===== src/rtl/dmem_arbiter_pkg.sv =====
// Shared types and helpers for the data-memory arbiter: access-size encoding,
// FSM states, size decoding and load-data extension.
package dmem_pkg;

    typedef enum logic [1:0] {
        SZ_W = 2'b00,
        SZ_H = 2'b01,
        SZ_B = 2'b10,
        SZ_D = 2'b11
    } mem_size_t;

    typedef enum logic [1:0] {
        ST_IDLE   = 2'd0,
        ST_ACCESS = 2'd1,
        ST_RESP   = 2'd2
    } state_t;

    function automatic logic [3:0] size_bytes(input mem_size_t size);
        logic [3:0] n;
        case (size)
            SZ_B:    n = 4'd1;
            SZ_H:    n = 4'd2;
            SZ_W:    n = 4'd4;
            SZ_D:    n = 4'd8;
            default: n = 4'd8;
        endcase
        return n;
    endfunction

    // Bits above the access size become the size MSB (signed) or zero.
    function automatic logic [63:0] sext_load(input logic [63:0] data,
                                              input mem_size_t size,
                                              input logic      sgn);
        logic [63:0] r;
        case (size)
            SZ_B:    r = {{56{sgn & data[7]}},  data[7:0]};
            SZ_H:    r = {{48{sgn & data[15]}}, data[15:0]};
            SZ_W:    r = {{32{sgn & data[31]}}, data[31:0]};
            SZ_D:    r = data;
            default: r = data;
        endcase
        return r;
    endfunction

endpackage


===== src/rtl/dmem_arbiter_rr_arbiter.sv =====
// Combinational round-robin arbiter: grants the first requester above ptr_i
// (modulo NUM_REQ) that has its request bit set.
module rr_arbiter #(
    parameter int NUM_REQ = 2,
    parameter int PW      = (NUM_REQ > 1) ? $clog2(NUM_REQ) : 1
) (
    input  logic [NUM_REQ-1:0] req_i,
    input  logic [PW-1:0]      ptr_i,
    output logic [NUM_REQ-1:0] grant_o
);

    logic          found_s;
    logic [PW-1:0] idx_s;

    // Walk the ring once, starting just after the pointer; first hit wins.
    always_comb begin
        grant_o = '0;
        found_s = 1'b0;
        idx_s   = '0;
        for (int k = 1; k <= NUM_REQ; k++) begin
            idx_s          = PW'((int'(ptr_i) + k) % NUM_REQ);
            grant_o[idx_s] = req_i[idx_s] & ~found_s;
            found_s        = found_s | req_i[idx_s];
        end
    end

endmodule


===== src/rtl/dmem_arbiter.sv =====
// Arbitrates NUM_REQ requesters onto one byte-addressed data memory using a
// fixed IDLE -> ACCESS -> RESP transaction with alignment and range checking.
module dmem_arbiter
    import dmem_pkg::*;
#(
    parameter int NUM_REQ   = 2,
    parameter int MEM_BYTES = 88
) (
    input  logic                  clk,
    input  logic                  rst_n,
    input  logic [NUM_REQ-1:0]    req_valid,
    output logic [NUM_REQ-1:0]    req_ready,
    input  logic [NUM_REQ-1:0]    req_write,
    input  logic [2*NUM_REQ-1:0]  req_size,
    input  logic [NUM_REQ-1:0]    req_signed,
    input  logic [64*NUM_REQ-1:0] req_addr,
    input  logic [64*NUM_REQ-1:0] req_wdata,
    output logic [NUM_REQ-1:0]    rsp_valid,
    output logic [63:0]           rsp_rdata,
    output logic                  rsp_err,
    output logic                  mem_write,
    output logic                  mem_read,
    output logic [1:0]            mem_size,
    output logic [63:0]           mem_addr,
    output logic [63:0]           mem_wdata,
    input  logic [63:0]           mem_rdata
);

    localparam int PW = (NUM_REQ > 1) ? $clog2(NUM_REQ) : 1;

    state_t             state_q, state_d;
    logic [PW-1:0]      ptr_q, ptr_d;
    logic [PW-1:0]      owner_q, owner_d;
    logic               write_q, write_d;
    logic               signed_q, signed_d;
    logic               err_q, err_d;
    mem_size_t          mem_size_q, mem_size_d;
    logic [63:0]        mem_addr_q, mem_addr_d;
    logic [63:0]        mem_wdata_q, mem_wdata_d;
    logic               mem_write_q, mem_write_d;
    logic               mem_read_q, mem_read_d;
    logic [NUM_REQ-1:0] rsp_valid_q, rsp_valid_d;
    logic [63:0]        rsp_rdata_q, rsp_rdata_d;
    logic               rsp_err_q, rsp_err_d;

    logic [NUM_REQ-1:0] grant_s;
    logic [PW-1:0]      sel_idx_s;
    logic [1:0]         sel_size_s;
    logic [63:0]        sel_addr_s;
    logic [63:0]        sel_wdata_s;
    logic               sel_write_s;
    logic               sel_signed_s;
    logic [3:0]         sel_bytes_s;
    logic [64:0]        sel_end_s;
    logic               sel_err_s;
    logic               xfer_s;

    rr_arbiter #(.NUM_REQ(NUM_REQ), .PW(PW)) u_rr (
        .req_i   (req_valid),
        .ptr_i   (ptr_q),
        .grant_o (grant_s)
    );

    // Encode the one-hot grant and pick out the winning request's fields.
    always_comb begin
        sel_idx_s = '0;
        for (int i = 0; i < NUM_REQ; i++) begin
            sel_idx_s = sel_idx_s | (grant_s[i] ? PW'(i) : '0);
        end
        sel_size_s   = req_size[2*int'(sel_idx_s) +: 2];
        sel_addr_s   = req_addr[64*int'(sel_idx_s) +: 64];
        sel_wdata_s  = req_wdata[64*int'(sel_idx_s) +: 64];
        sel_write_s  = req_write[sel_idx_s];
        sel_signed_s = req_signed[sel_idx_s];
        sel_bytes_s  = size_bytes(mem_size_t'(sel_size_s));
        // 65-bit end address so a request near 2^64 cannot wrap into range.
        sel_end_s    = {1'b0, sel_addr_s} + {61'd0, sel_bytes_s};
        sel_err_s    = (|(sel_addr_s[3:0] & (sel_bytes_s - 4'd1)))
                     | (sel_end_s > 65'(MEM_BYTES));
    end

    assign xfer_s    = (state_q == ST_IDLE) & (|grant_s);
    assign req_ready = grant_s & {NUM_REQ{(state_q == ST_IDLE) & rst_n}};

    // Next-state and registered-output logic for the three-state transaction.
    always_comb begin
        state_d     = state_q;
        ptr_d       = ptr_q;
        owner_d     = owner_q;
        write_d     = write_q;
        signed_d    = signed_q;
        err_d       = err_q;
        mem_size_d  = mem_size_q;
        mem_addr_d  = mem_addr_q;
        mem_wdata_d = mem_wdata_q;
        mem_write_d = 1'b0;
        mem_read_d  = 1'b0;
        rsp_valid_d = '0;
        rsp_rdata_d = 64'd0;
        rsp_err_d   = 1'b0;
        case (state_q)
            ST_IDLE: begin
                if (xfer_s) begin
                    owner_d     = sel_idx_s;
                    ptr_d       = sel_idx_s;
                    write_d     = sel_write_s;
                    signed_d    = sel_signed_s;
                    err_d       = sel_err_s;
                    mem_size_d  = mem_size_t'(sel_size_s);
                    mem_addr_d  = sel_addr_s;
                    mem_wdata_d = sel_wdata_s;
                    mem_write_d = sel_write_s & ~sel_err_s;
                    mem_read_d  = ~sel_write_s & ~sel_err_s;
                    state_d     = ST_ACCESS;
                end else begin
                    state_d = ST_IDLE;
                end
            end
            ST_ACCESS: begin
                rsp_valid_d = {{(NUM_REQ-1){1'b0}}, 1'b1} << owner_q;
                rsp_err_d   = err_q;
                if (write_q | err_q) begin
                    rsp_rdata_d = 64'd0;
                end else begin
                    rsp_rdata_d = sext_load(mem_rdata, mem_size_q, signed_q);
                end
                state_d = ST_RESP;
            end
            ST_RESP: begin
                state_d = ST_IDLE;
            end
            default: begin
                state_d = ST_IDLE;
            end
        endcase
    end

    // State and output registers; reset aborts any transaction in flight.
    always_ff @(posedge clk or negedge rst_n) begin
        if (!rst_n) begin
            state_q     <= ST_IDLE;
            ptr_q       <= PW'(NUM_REQ - 1);
            owner_q     <= '0;
            write_q     <= 1'b0;
            signed_q    <= 1'b0;
            err_q       <= 1'b0;
            mem_size_q  <= SZ_W;
            mem_addr_q  <= 64'd0;
            mem_wdata_q <= 64'd0;
            mem_write_q <= 1'b0;
            mem_read_q  <= 1'b0;
            rsp_valid_q <= '0;
            rsp_rdata_q <= 64'd0;
            rsp_err_q   <= 1'b0;
        end else begin
            state_q     <= state_d;
            ptr_q       <= ptr_d;
            owner_q     <= owner_d;
            write_q     <= write_d;
            signed_q    <= signed_d;
            err_q       <= err_d;
            mem_size_q  <= mem_size_d;
            mem_addr_q  <= mem_addr_d;
            mem_wdata_q <= mem_wdata_d;
            mem_write_q <= mem_write_d;
            mem_read_q  <= mem_read_d;
            rsp_valid_q <= rsp_valid_d;
            rsp_rdata_q <= rsp_rdata_d;
            rsp_err_q   <= rsp_err_d;
        end
    end

    assign mem_write = mem_write_q;
    assign mem_read  = mem_read_q;
    assign mem_size  = mem_size_q;
    assign mem_addr  = mem_addr_q;
    assign mem_wdata = mem_wdata_q;
    assign rsp_valid = rsp_valid_q;
    assign rsp_rdata = rsp_rdata_q;
    assign rsp_err   = rsp_err_q;

endmodule


===== config.mk =====
export PLATFORM = sky130hd
export DESIGN_NAME = dmem_arbiter
export DESIGN_NICKNAME = d
export VERILOG_FILES = /design/src/rtl/dmem_arbiter_pkg.sv /design/src/rtl/dmem_arbiter_rr_arbiter.sv /design/src/rtl/dmem_arbiter.sv
export SDC_FILE = /design/constraint.sdc
export NUM_CORES = 1
export LEC_CHECK = 0
export CAP_MARGIN = 20
export CORE_AREA = 2 2 206 208
export DETAILED_ROUTE_END_ITERATION = 8
export DIE_AREA = 0 0 208 210
export SYNTH_ARGS = -nofsm -noshare
export SYNTH_HDL_FRONTEND = slang
export SYNTH_SLANG_ARGS = --single-unit

===== constraint.sdc =====
create_clock -name clk -period 8.6 [get_ports clk]
set_input_delay 1.72 -clock clk [delete_from_list [all_inputs] [get_ports clk]]
set_output_delay 1.72 -clock clk [all_outputs]
set_load 0.02 [all_outputs]

==> results.ini, run 1 <==
[run_status]
status = complete, no violations

[critical_path]
start_kind = input port
slowest_stage = or4_1
cp_top_family = simple AND/OR/NAND/NOR gates
critPathMaxStageDelay_ps = 720
cp.required_ps = 9060
cp.arrival_ps = 6740
critPathMaxFanout = 10
worstPathCellList = clkdlybuf4s50_1 > a21boi_4 > nand2_1 > nand2_1 > ha_1 > ha_1 > fa_1 > a21o_1 > a21oi_1 > or4_1 > nor4b_4 > nor4b_1 > mux2i_1 > o211ai_1 > or4b_4 > nor3b_1
cp-end-kind = flop
crit_type = input port to flop
cp_num_buf_inv = 1

[layout]
drive_gt1_share_pct = 4.58
area_growth_pct = 58.1
nets = 2262
fin_cells = 2490

[timing]
clock_skew_ps = 33.6
timing.hold.ws_ps = 478
drv_slew = 0
rsz0062_at_grt = no
timing.fmax_mhz = 159
tightest_slew_ps = 1060
finalHoldViolations = 0
setup_tns_ps = 0
slew-limit-headroom_pct = 29.3
fin_ws_ps = 2320
period_needed_ps = 6280
fin_crit_sh_pct = 73.0
setup_viol = 0

[synth]
synth_cell_type_count = 74
synth_edf_count = 0
synth.avg_cell_area_um2 = 8.20
yosysTopAreaCellShare_pct = 43.6
synthTopCellsByArea = dfrtp_1 (44%), nand2_1 (11%), mux2i_1 (5.2%), nor2_1 (4.7%), a31oi_1 (4.5%)
syn_area_mm2 = 0.0118
yosys_warnings = 0
synth_cells = 1434
synth_common_cells = nand2_1 (341), dfrtp_1 (205), nor2_1 (147), a31oi_1 (84), a21oi_1 (77)
synth_top_area_cell = dfrtp_1
synth_top_flop_cell = dfrtp_1
ys_ff_latch = 206
async_reset_ff_share_pct = 100
yosysSeqAreaShare_pct = 43.9
yosysMostFrequentCell = nand2_1
syn_nets = 1775

[cts]
post_cts_resized = 0
clock-root-buffer = clkbuf_16
clock_path_buffers = 3
cts_made_buffers = 27
cts.clk_slew.worst_paths_ps = 60
post_cts_buffers = 0
clock_sinks = 206
cts_htree_levels = 1
insertion_delay_ps = 570
cts_tree = yes
holdBufCountCts = 0

[min_path]
hold_path_class = flop to flop

[power_and_ir_drop]
p_sw_mw = 2.06
pwr-share-clk_pct = 24.3
seqPwrFrac_pct = 29.0
ir_worst_vdd_uv = 166
p_int_mw = 3.08
p_comb_share_pct = 46.7
power_density_mw_per_mm2 = 277
switching_share_pct = 40.1
power_mw = 5.15
p_leak_nw = 7.52

[grt]
grt.total_usage_pct = 26.1
antenna_found_initial = 23
grt_overflow = 0
grt_first_pass_wirelength_mm = 85.9
grt_start_max_net_pins = 125
first_global_vias = 12800

[die]
num_io_pins = 533
dieHeight_um = 210
die_x_um = 208
dieArea_mm2 = 0.0437
row_count = 75
core-area_mm2 = 0.0415
start_util_pct = 28.3

[placed_design]
dp.cells = 2429
dp_hpwl_mm = 46.8
dp_slack_ps = 1790
place.gp.congestion = 0.941
io_buffers = 532

[drt]
wl_per_cell_um = 23.8
vias = 12900
drt_iter0_drc = 783
viasPerCell = 5.19
drc_errors = 0
first_pass_iters = 5
drtAntennaViolNets = 0
drt-total-wl_mm = 59.3

[job]
maxCapViolCount = 0

## stage by stage
step	util, %	instance area, um2
floorplan	-	11800
global placement	42.3	17500
detailed placement	42.3	17500
CTS	44.7	18500
global route	44.8	18600
finish	44.8	18600
## logic make-up after synthesis
| logic type | synth area share [%] |
|---|---|
| compound gates | 16.5 |
| xor+xnor | 1.71 |
| fa+ha+maj | 1.02 |
| buf+inv | 3.55 |
| flops | 43.9 |
| mux | 6.18 |
| simple gates | 27.2 |
## cells in the final DEF (no fill, tap or decap), drive strengths merged, types with 4 or more instances in the layout
cell	n
inv	17
buf	16
o2111ai	6
o2bb2ai	4
nand3b	4
a21oi	77
a32oi	4
o21ai	71
nor3	38
ha	8
a31oi	84
a22oi	6
nor4b	10
dfrtp	205
clkinv	4
clkbuf	38
or3	6
and2	22
o31ai	9
nand2b	8
nor4	21
mux2i	61
bufinv	5
nand2	341
a211oi	5
diode	9
nor2	147
clkdlybuf4s50	531
o22ai	5
o211ai	7
nor3b	9
and3	7
or4	6
mux2	10
xor2	12
nand4	28
nand3	50
xnor2	11
## area by class of cell
| type | count | area [um2] |
|---|---|---|
| antenna | 9 | 22.5 |
| clock buffer | 37 | 763 |
| clock inverter | 13 | 224 |
| fill | 4117 | 22900 |
| inverter | 15 | 58.8 |
| multi-input combinational | 1123 | 6200 |
| sequential | 206 | 5160 |
| tap | 539 | 674 |
| timing repair buffer | 548 | 5480 |
## flip-flops by register name, indices dropped and copies added, names as in the netlist
register / count
signed_q: 1
rsp_err: 1
mem_size: 2
err_q: 1
rsp_valid: 2
state_q: 2
rsp_rdata: 64
mem_wdata: 64
mem_write: 1
owner_q: 1
ptr_q: 1
write_q: 1
mem_read: 1
mem_addr: 64
## worst register-to-register path, delay by kind of cell (launching register included)
| family | cells | cell delay, ps |
|---|---|---|
| AO/OA/AOI/OAI | 4 | 640 |
| AND/OR/NAND/NOR | 7 | 2730 |
| flip-flops | 1 | 590 |
| multiplexers | 1 | 280 |
| adder cells (fa/ha/maj) | 3 | 650 |
## routing by layer
layer  track usage (%)  vias up  part of all wire (%)
li1                  -     6077                     -
met1              30.1     6146                    38
met2              45.3      557                    50
met3              8.30      123                   8.4
met4              9.73       26                   3.7
met5                 0        -                  0.32
## worst paths after layout
path,start,to,slack [ps],cells past startpoint
min in group asynchronous,rst_n,mem_addr[38],1120,1
hold reg to reg,mem_addr[9],mem_addr[9],480,2
hold / removal,mem_addr[9],mem_addr[9],480,2
setup reg to reg,ptr_q,mem_read,3620,15
setup / recovery,req_valid[1],mem_read,2320,16
max in group asynchronous,rst_n,mem_wdata[62],6180,2
## power groups by stage
| stage | clock, mW | combinational, mW | sequential (mW) |
|---|---|---|---|
| 2_1_floorplan | 0 | 0.860 | 1.86 |
| 3_3_place_gp | 0 | 2.39 | 1.50 |
| 3_5_place_dp | 0 | 2.41 | 1.51 |
| 4_1_cts | 1.28 | 2.41 | 1.50 |
| 5_1_grt | 1.32 | 2.59 | 1.54 |
| 6_report | 1.25 | 2.41 | 1.49 |
Power figures use the tool's default switching activity.
==> inputs of run 2 (changes only) <==
--- a/config.mk
+++ b/config.mk
@@ -6,9 +6,9 @@
 export NUM_CORES = 1
 export LEC_CHECK = 0
 export CAP_MARGIN = 20
-export CORE_AREA = 2 2 206 208
+export CORE_AREA = 2 2 207 209
 export DETAILED_ROUTE_END_ITERATION = 8
-export DIE_AREA = 0 0 208 210
+export DIE_AREA = 0 0 209 211
 export SYNTH_ARGS = -nofsm -noshare
 export SYNTH_HDL_FRONTEND = slang
 export SYNTH_SLANG_ARGS = --single-unit
==> constraint.sdc (replaced) <==
create_clock -name clk -period 6.5 [get_ports clk]
set_input_delay 1.3 -clock clk [delete_from_list [all_inputs] [get_ports clk]]
set_output_delay 1.3 -clock clk [all_outputs]
set_load 0.02 [all_outputs]
==> run 2 against run 1 <==
Effect of this change: total power grew 30%; design area hardly changed; largest power group unchanged; count of clock-buffer cells in the layout grew 2.
==> results.ini, run 2 (same netlist as run 1, synthesis figures left out) <==
[die]
dieHeight_um = 211  ; was 210 um
die_x_um = 209  ; was 208 um
row_count = 75  ; unchanged
core-area_mm2 = 0.0418  ; was 0.0415 mm2
start_util_pct = 28.1  ; was 28.3%
num_io_pins = 533  ; unchanged
dieArea_mm2 = 0.0441  ; was 0.0437 mm2

[layout]
drive_gt1_share_pct = 5.07  ; was 4.58%
n_fill_cell = 4149  ; was 4117
area_growth_pct = 58.2  ; was 58.1%
finalInstanceArea_mm2 = 0.0186  ; about the same
final_cell_mix = clkdlybuf4s50_1 (531), nand2_1 (341), dfrtp_1 (205)  ; unchanged
nets = 2275  ; was 2262
final_common_cell = clkdlybuf4s50_1  ; unchanged
fin_cells = 2499  ; was 2490
final_util_pct = 44.5  ; was 44.8%

[grt]
first_global_vias = 12900  ; was 12800
grt.total_usage_pct = 25.6  ; was 26.1%
grt_overflow = 0  ; unchanged
grt_start_max_net_pins = 79  ; was 125
antenna_found_initial = 15  ; was 23
grt_first_pass_wirelength_mm = 85.2  ; was 85.9 mm

[drt]
vias = 13000  ; was 12900
viasPerCell = 5.20  ; was 5.19
drc_errors = 0  ; unchanged
drt-total-wl_mm = 58.4  ; was 59.3 mm
drtAntennaViolNets = 0  ; unchanged
first_pass_iters = 5  ; unchanged
drt_iter0_drc = 804  ; was 783
wl_per_cell_um = 23.4  ; was 23.8 um

[placed_design]
dp_hpwl_mm = 46.7  ; was 46.8 mm
dp.cells = 2443  ; was 2429
io_buffers = 532  ; unchanged
placed_cell_area_mm2 = 0.0176  ; was 0.0175 mm2
place.gp.congestion = 0.974  ; was 0.941

[timing]
drv_slew = 0  ; unchanged
slew-limit-headroom_pct = 36.1  ; was 29.3%
rsz0062_at_grt = no  ; unchanged
period_needed_ps = 5520
setup_viol = 0  ; unchanged
fin_crit_sh_pct = 84.9
timing.hold.ws_ps = 459  ; was 478 ps
clock_skew_ps = 22.2  ; was 33.6 ps
finalHoldViolations = 0  ; unchanged
timing.fmax_mhz = 181
tightest_slew_ps = 932  ; was 1060 ps
setup_tns_ps = 0  ; unchanged

[min_path]
hold_end = rsp_valid[0]  ; was mem_addr[9]
holdCritStartpoint = owner_q  ; was mem_addr[9]
min_path_cells = 1  ; was 2
hold_path_class = flop to flop  ; unchanged

[critical_path]
slowest_stage = or4_1  ; unchanged
critPathMaxFanout = 62  ; was 10
cp_top_family = buffers and inverters  ; was simple AND/OR/NAND/NOR gates
crit_top_cell = buf_4
reg2reg_depth = 15  ; unchanged
cp.arrival_ps = 5970  ; was 6740 ps
reg2reg_to = err_q  ; was mem_read
critPathMaxStageDelay_ps = 710  ; was 720 ps
rr_startpoint = ptr_q  ; unchanged
cp_num_buf_inv = 3  ; was 1
start_kind = input port  ; unchanged
rrSetupSlack_ps = 1850  ; was 3620 ps
crit_type = input port to flop  ; unchanged
cp.required_ps = 6950  ; was 9060 ps
worstPathCellList = clkdlybuf4s50_1 > a21boi_4 > buf_4 > buf_4 > mux2i_1 > nand4_1 > or4_1 > o31ai_1 > o2111ai_1 > or4b_4 > o22a_1  ; was clkdlybuf4s50_1 > a21boi_4 > nand2_1 > nand2_1 > ha_1 > ha_1 > fa_1 > a21o_1 > a21oi_1 > or4_1 > nor4b_4 > nor4b_1 > mux2i_1 > o211ai_1 > or4b_4 > nor3b_1
cp-end-kind = flop  ; unchanged

[power_and_ir_drop]
power_density_mw_per_mm2 = 359  ; was 277 mW/mm2
ir_worst_vdd_uv = 235  ; was 166 uV
p_leak_nw = 7.55  ; was 7.52 nW

[job]
maxCapViolCount = 0  ; unchanged

[cts]
post_cts_buffers = 0  ; unchanged
cts_made_buffers = 26  ; was 27
cts_htree_levels = 1  ; unchanged
cts_tree = yes  ; unchanged
clock-root-buffer = clkbuf_16  ; unchanged
clock_path_buffers = 3  ; unchanged
holdBufCountCts = 0  ; unchanged
post_cts_resized = 0  ; unchanged
cts.clk_slew.worst_paths_ps = 60  ; about the same
insertion_delay_ps = 560  ; was 570 ps
clock_sinks = 206  ; unchanged

[run_status]
status = complete, no violations  ; unchanged

## run 2: worst max-delay path by stage
stage | start | to | slack (ps) | cells past startpoint
after floorplan | req_valid[1] | err_q | 110 | 22
after global placement | req_valid[1] | err_q | 540 | 17
after detailed placement | req_valid[1] | mem_write | 460 | 17
after CTS | req_valid[1] | mem_write | 1040 | 17
after global routing | req_valid[1] | mem_read | 670 | 11
final | req_valid[1] | err_q | 980 | 11
## run 2: final cells by class
type	count	area [um2]	share of cell area (%)
diodes	7	17.5	0.0942
inverters	15	58.8	0.316
clock inverters	8	130	0.700
multi-input cells	1123	6200	33.4
flip-flops and latches	206	5160	27.7
well taps	539	674	3.63
repair buffers	562	5580	30.0
clock buffers	39	769	4.14
## run 2: routing by layer
metal / global-route usage [%] / vias up / part of all wire, %
met5: 0 / - / 0.20
met4: 10.7 / 18 / 4.2
met3: 6.91 / 122 / 8.0
met2: 45.6 / 592 / 50
met1: 29.0 / 6160 / 38
li1: - / 6099 / -
## run 2: metrics by stage
step                      total power, mW  setup WS, ps
after floorplan                      3.60           109
after global placement               5.16           539
after detailed placement             5.19           460
after CTS                            6.74          1040
after global routing                 7.09           670
final                                6.68           979
## run 2: power by group
group | leakage [nW] | switching [mW] | internal, mW
sequential | 2.55 | 0.254 | 1.72
combinational | 4.56 | 1.85 | 1.33
clock | 0.443 | 0.587 | 0.934
## run 2: worst reg2reg max path, stage by stage (launching register included)
cell and delay, ps:
dfstp_2 580, a21bo_4 270, nand2_1 80, nand2_1 150, ha_1 200, ha_1 200, fa_1 230, a21o_1 130
a21oi_1 70, or4_1 560, nor4b_4 590, nor4b_1 350, mux2i_1 250, o211ai_1 150, or4b_4 560, o22a_1 180
